<file path="config.mk">
export PLATFORM = sky130hd
export DESIGN_NAME = regfile_mp
export DESIGN_NICKNAME = d
export VERILOG_FILES = /design/src/rtl/regfile_pkg.sv /design/src/rtl/rf_scoreboard.sv /design/src/rtl/regfile_mp.sv
export SDC_FILE = /design/constraint.sdc
export NUM_CORES = 2
export LEC_CHECK = 0
export CORE_MARGIN = 2
export CORE_UTILIZATION = 40
export CTS_CLUSTER_SIZE = 28
export DETAILED_ROUTE_END_ITERATION = 8
export SYNTH_ARGS = -nofsm -noshare
export SYNTH_HDL_FRONTEND = slang
export SYNTH_SLANG_ARGS = --single-unit
</file>
<file path="constraint.sdc">
create_clock -name clk -period 4.81 [get_ports clk]
set_input_delay 0.481 -clock clk [delete_from_list [all_inputs] [get_ports clk]]
set_output_delay 0.481 -clock clk [all_outputs]
set_load 0.05 [all_outputs]
</file>
<file path="src/rtl/regfile_pkg.sv">
// Shared constants for the multi-port register file and its busy scoreboard.
package regfile_pkg;
  localparam int DW_DEF = 32;
  localparam int AW_DEF = 5;
  localparam int NR_DEF = 2;
  localparam int CNT_W  = 32;
endpackage

</file>
<file path="src/rtl/rf_scoreboard.sv">
// Per-register busy bits: set by pend_set, cleared by committed writes, looked up per read port.
module rf_scoreboard
  import regfile_pkg::*;
#(
  parameter int AW       = AW_DEF,
  parameter int NR       = NR_DEF,
  parameter int ZERO_REG = 1,
  parameter int BYPASS   = 1
) (
  input  logic             clk,
  input  logic             rst_n,
  input  logic             pend_set,
  input  logic [AW-1:0]    pend_addr,
  input  logic             c0,
  input  logic [AW-1:0]    ca0,
  input  logic             c1,
  input  logic [AW-1:0]    ca1,
  input  logic [NR*AW-1:0] ra,
  output logic [NR-1:0]    rbusy
);
  localparam int DEPTH = 2**AW;

  logic [DEPTH-1:0] busy;

  // Set is evaluated first so a same-cycle pend_set beats the clearing write.
  always_ff @(posedge clk or negedge rst_n) begin
    if (!rst_n) begin
      busy <= '0;
    end else begin
      for (int a = 0; a < DEPTH; a++) begin
        if (pend_set && pend_addr == AW'(a) && !(ZERO_REG != 0 && a == 0))
          busy[a] <= 1'b1;
        else if ((c0 && ca0 == AW'(a)) || (c1 && ca1 == AW'(a)))
          busy[a] <= 1'b0;
      end
    end
  end

  for (genvar k = 0; k < NR; k++) begin : g_rb
    logic [AW-1:0] a;
    logic          hit;
    logic          pset;
    assign a    = ra[k*AW +: AW];
    assign hit  = (c0 && ca0 == a) || (c1 && ca1 == a);
    assign pset = pend_set && pend_addr == a;
    assign rbusy[k] = (ZERO_REG != 0 && a == '0)   ? 1'b0 :
                      (BYPASS != 0 && hit && !pset) ? 1'b0 :
                      busy[a];
  end
endmodule

</file>
<file path="src/rtl/regfile_mp.sv">
// Two-write, NR-read register file with optional zero register, write bypass and commit counter.
module regfile_mp
  import regfile_pkg::*;
#(
  parameter int DW       = DW_DEF,
  parameter int AW       = AW_DEF,
  parameter int NR       = NR_DEF,
  parameter int ZERO_REG = 1,
  parameter int BYPASS   = 1
) (
  input  logic             clk,
  input  logic             rst_n,
  input  logic             we0,
  input  logic             we1,
  input  logic [AW-1:0]    wa0,
  input  logic [AW-1:0]    wa1,
  input  logic [DW-1:0]    wd0,
  input  logic [DW-1:0]    wd1,
  input  logic [NR*AW-1:0] ra,
  output logic [NR*DW-1:0] rd,
  output logic [NR-1:0]    rbusy,
  input  logic             pend_set,
  input  logic [AW-1:0]    pend_addr,
  output logic [CNT_W-1:0] wr_cnt
);
  localparam int DEPTH = 2**AW;

  logic [DW-1:0] rf [DEPTH];
  logic          c0;
  logic          c1;

  // Port 1 wins a same-address collision, so port 0 is suppressed and counted once.
  assign c1 = we1 && !(ZERO_REG != 0 && wa1 == '0);
  assign c0 = we0 && !(ZERO_REG != 0 && wa0 == '0) && !(we1 && wa1 == wa0);

  always_ff @(posedge clk or negedge rst_n) begin
    if (!rst_n) begin
      for (int i = 0; i < DEPTH; i++) rf[i] <= '0;
      wr_cnt <= '0;
    end else begin
      if (c0) rf[wa0] <= wd0;
      if (c1) rf[wa1] <= wd1;
      wr_cnt <= wr_cnt + CNT_W'(c0) + CNT_W'(c1);
    end
  end

  for (genvar k = 0; k < NR; k++) begin : g_rd
    logic [AW-1:0] a;
    assign a = ra[k*AW +: AW];
    assign rd[k*DW +: DW] = (ZERO_REG != 0 && a == '0)      ? '0  :
                            (BYPASS != 0 && c1 && wa1 == a) ? wd1 :
                            (BYPASS != 0 && c0 && wa0 == a) ? wd0 :
                            rf[a];
  end

  rf_scoreboard #(
    .AW       (AW),
    .NR       (NR),
    .ZERO_REG (ZERO_REG),
    .BYPASS   (BYPASS)
  ) u_sb (
    .clk       (clk),
    .rst_n     (rst_n),
    .pend_set  (pend_set),
    .pend_addr (pend_addr),
    .c0        (c0),
    .ca0       (wa0),
    .c1        (c1),
    .ca1       (wa1),
    .ra        (ra),
    .rbusy     (rbusy)
  );
endmodule

</file>
==> results.toml <==
[power]
cellLeakagePower_nw = 34.2
power_density_nw_per_um2 = 426
vdd_drop_max_mv = 0.365

[synth]
synth_flop_cell = "dfrtp_1"
ys_seq_area_share_pct = 39.4
syn-num-nets = 6661
synth-seq-cells = 1087
syn_avg_cell_area_um2 = 10.5
ys.warnings.count = 0
syn_inst = 6565
syn_area_um2 = 69000
async_flop_share_pct = 100
synth_cell_types = 63
synth_edf_count = 0

[placement]
place.gp.congestion = 0.914
io_buffers = 191
dp_slack_ps = -115
dpl.cell_count = 8492
detailed_place_hpwl_mm = 161

[min_path]
hp-class = "in -> reg"

[grt]
grt_pass1_vias = 54000
antenna_found_initial = 8
grt_start_max_net_pins = 118
globalRouteOverflowTotal = 0
track_usage_pct = 30.5
grt_pass1_wl_mm = 392

[route]
viasPerCell = 6.36
first_pass_iters = 6
wl_mm = 271
drt-wirelength-per-cell_um = 31.1
remaining_drc_errors = 0
drtIter0Drc = 7242
vias = 55500
ant_nets = 0

[sta]
post-route-period-util_pct = 97.8
setup_ws_ps = 104
slew_headroom_pct = 0.210
setup_viol = 0
fin_skew_ps = 23.3
grt_setup_unrepaired = "no"
slew_violations = 0
hold_viol = 0
max_clock_freq_mhz = 212
worst_pin_slew_ps = 1490
setup_tns_ps = 0
fin_crit_ps = 4710

[status]
outcome = "finished, violations left"
violations = "capacitance limit"

[die]
io_pins = 192
std_cell_rows = 152
die_y_um = 419
initial_core_util_pct = 40.2
die_w_um = 419
die_area_um2 = 176000
core_area_um2 = 172000

[worst_setup_path]
path_class = "in -> out"
critPathArrivalTime_ps = 4230
critPathCaptureType = "primary output"
cp_data_required_time_ps = 4330
cp_max_fo = 23
worstSetupStartpointType = "input port"

[layout]
final_cell_mix = "1125 x mux2i_1, 1087 x dfrtp_1, 894 x nor2_1"
final_util_pct = 45.3
drive_gt1_share_pct = 17.4
fillers = 15900
nets = 6400
syn_to_final_growth_pct = 12.6
mostFrequentLayoutCell = "mux2i_1"
final_cells = 8720

[cts]
cts.path.max_buffers = 3
cts_sinks = 1087
clk_latency_ps = 790
cts_tree = "done"
root_buffer = "clkbuf_16"
cts_setup_buffers = 0
cts_max_level = 3
clkTransAtPathRegs_ps = 60
numCtsBuffers = 119

[flow_run]
max_cap_viol_count = 1
synth_stat cells (12+ instances only):
library cell / instances / area (um2)
a21oi_1: 859 / 4300
nand2_1: 356 / 1340
nand2_2: 12 / 75.1
clkbuf_1: 516 / 1940
a221oi_1: 34 / 298
nor3_1: 58 / 290
o22ai_1: 18 / 113
nor2b_1: 101 / 632
xor2_1: 25 / 219
and2_1: 44 / 275
buf_2: 118 / 591
nor2_1: 896 / 3360
dfrtp_1: 1087 / 27200
o21ai_0: 222 / 1110
buf_4: 103 / 773
nor4_1: 17 / 106
a211oi_1: 88 / 661
buf_6: 21 / 236
xnor2_1: 40 / 350
nand2b_1: 47 / 294
a32o_1: 18 / 180
buf_1: 39 / 146
mux2i_1: 1125 / 11300
a22oi_1: 14 / 105
o221ai_1: 42 / 368
a31oi_1: 32 / 200
nand3_1: 20 / 100
mux4_2: 519 / 11700
and3_1: 12 / 75.1
metrics by stage:
| stage | hold slack (ps) | total power, W | cell area, um2 |
|---|---|---|---|
| detailed placement | 384 | 0.0229 | 73400 |
| CTS | 288 | 0.0330 | 77700 |
| floorplan | 185 | 0.0196 | 69000 |
| global placement | 376 | 0.0226 | 73400 |
| global route | 349 | 0.0344 | 77700 |
| finish | 334 | 0.0331 | 77700 |
worst max-delay path: stages:
cell,delay [ps]
clkdlybuf4s50_1,840
xnor2_1,210
nand4_2,240
o211ai_2,480
inv_2,170
nand2_2,270
buf_12,240
o22ai_1,110
nor3_1,880
buf_12,230
path summary, 6_finish.rpt:
check / from / endpoint / slack [ps] / cells after the start
worst max-delay path: wa0[1] / rd[18] / 100 / 10
worst min-delay path: wd1[11] / rf[363] / 330 / 3
worst max register to register: wr_cnt[6] / wr_cnt[26] / 2460 / 6
worst min register to register: rf[999] / rf[999] / 390 / 0
max in group asynchronous: rst_n / rf[614] / 3220 / 3
min in group asynchronous: rst_n / rf[75] / 340 / 2
final cells by class:
type	instances	area (um2)	share of cell area (%)
timing repair buffer	423	4960	6.39
clock inverter	45	689	0.887
multi-input combinational	4664	38400	49.4
inverter	9	33.8	0.0435
tap	2310	2890	3.72
clock buffer	177	3550	4.56
antenna	5	12.5	0.0161
sequential	1087	27200	35.0
state kept, by name (all words and copies together) (netlist names):
signal / count
rf: 1024
u_sb.busy: 31
wr_cnt: 32
per-layer routing:
metal	global-route usage (%)	vias to the layer above	routed length, um
li1	-	23300	-
met1	38.5	27800	100000
met2	47.9	3421	124000
met3	6.38	916	26900
met4	19.1	4	19000
met5	0	-	25
where the power goes:
group          internal (W)  switching [W]  total (W)  leakage, nW
sequential           0.0115        0.00191     0.0135         13.2
clock               0.00586        0.00422     0.0101         2.09
combinational       0.00491        0.00462    0.00953         18.9
kinds of logic (layout without fill, tap and decap cells):
group           count (synthesis)  count (layout)  share of synthesized area (%)
other cells                     0               5                              0
simple gates                 1601            1601                           9.93
mux                          1647            1647                           33.3
buf+inv                       814             654                           5.53
fa+ha+maj                       2               2                         0.0471
xor+xnor                       65              65                          0.825
compound gates               1349            1349                           10.9
flops                        1087            1087                           39.4
timing repair:
| action | 4_1_cts | 5_1_grt |
|---|---|---|
| pin swaps | 0 | 0 |
| hold endpoints to repair | 58 | 0 |
| endpoints found under the setup margin | 1 | 1 |
| resized for setup | 1 | 1 |
| hold buffers | 1 | 0 |
Power figures use the tool's default switching activity.
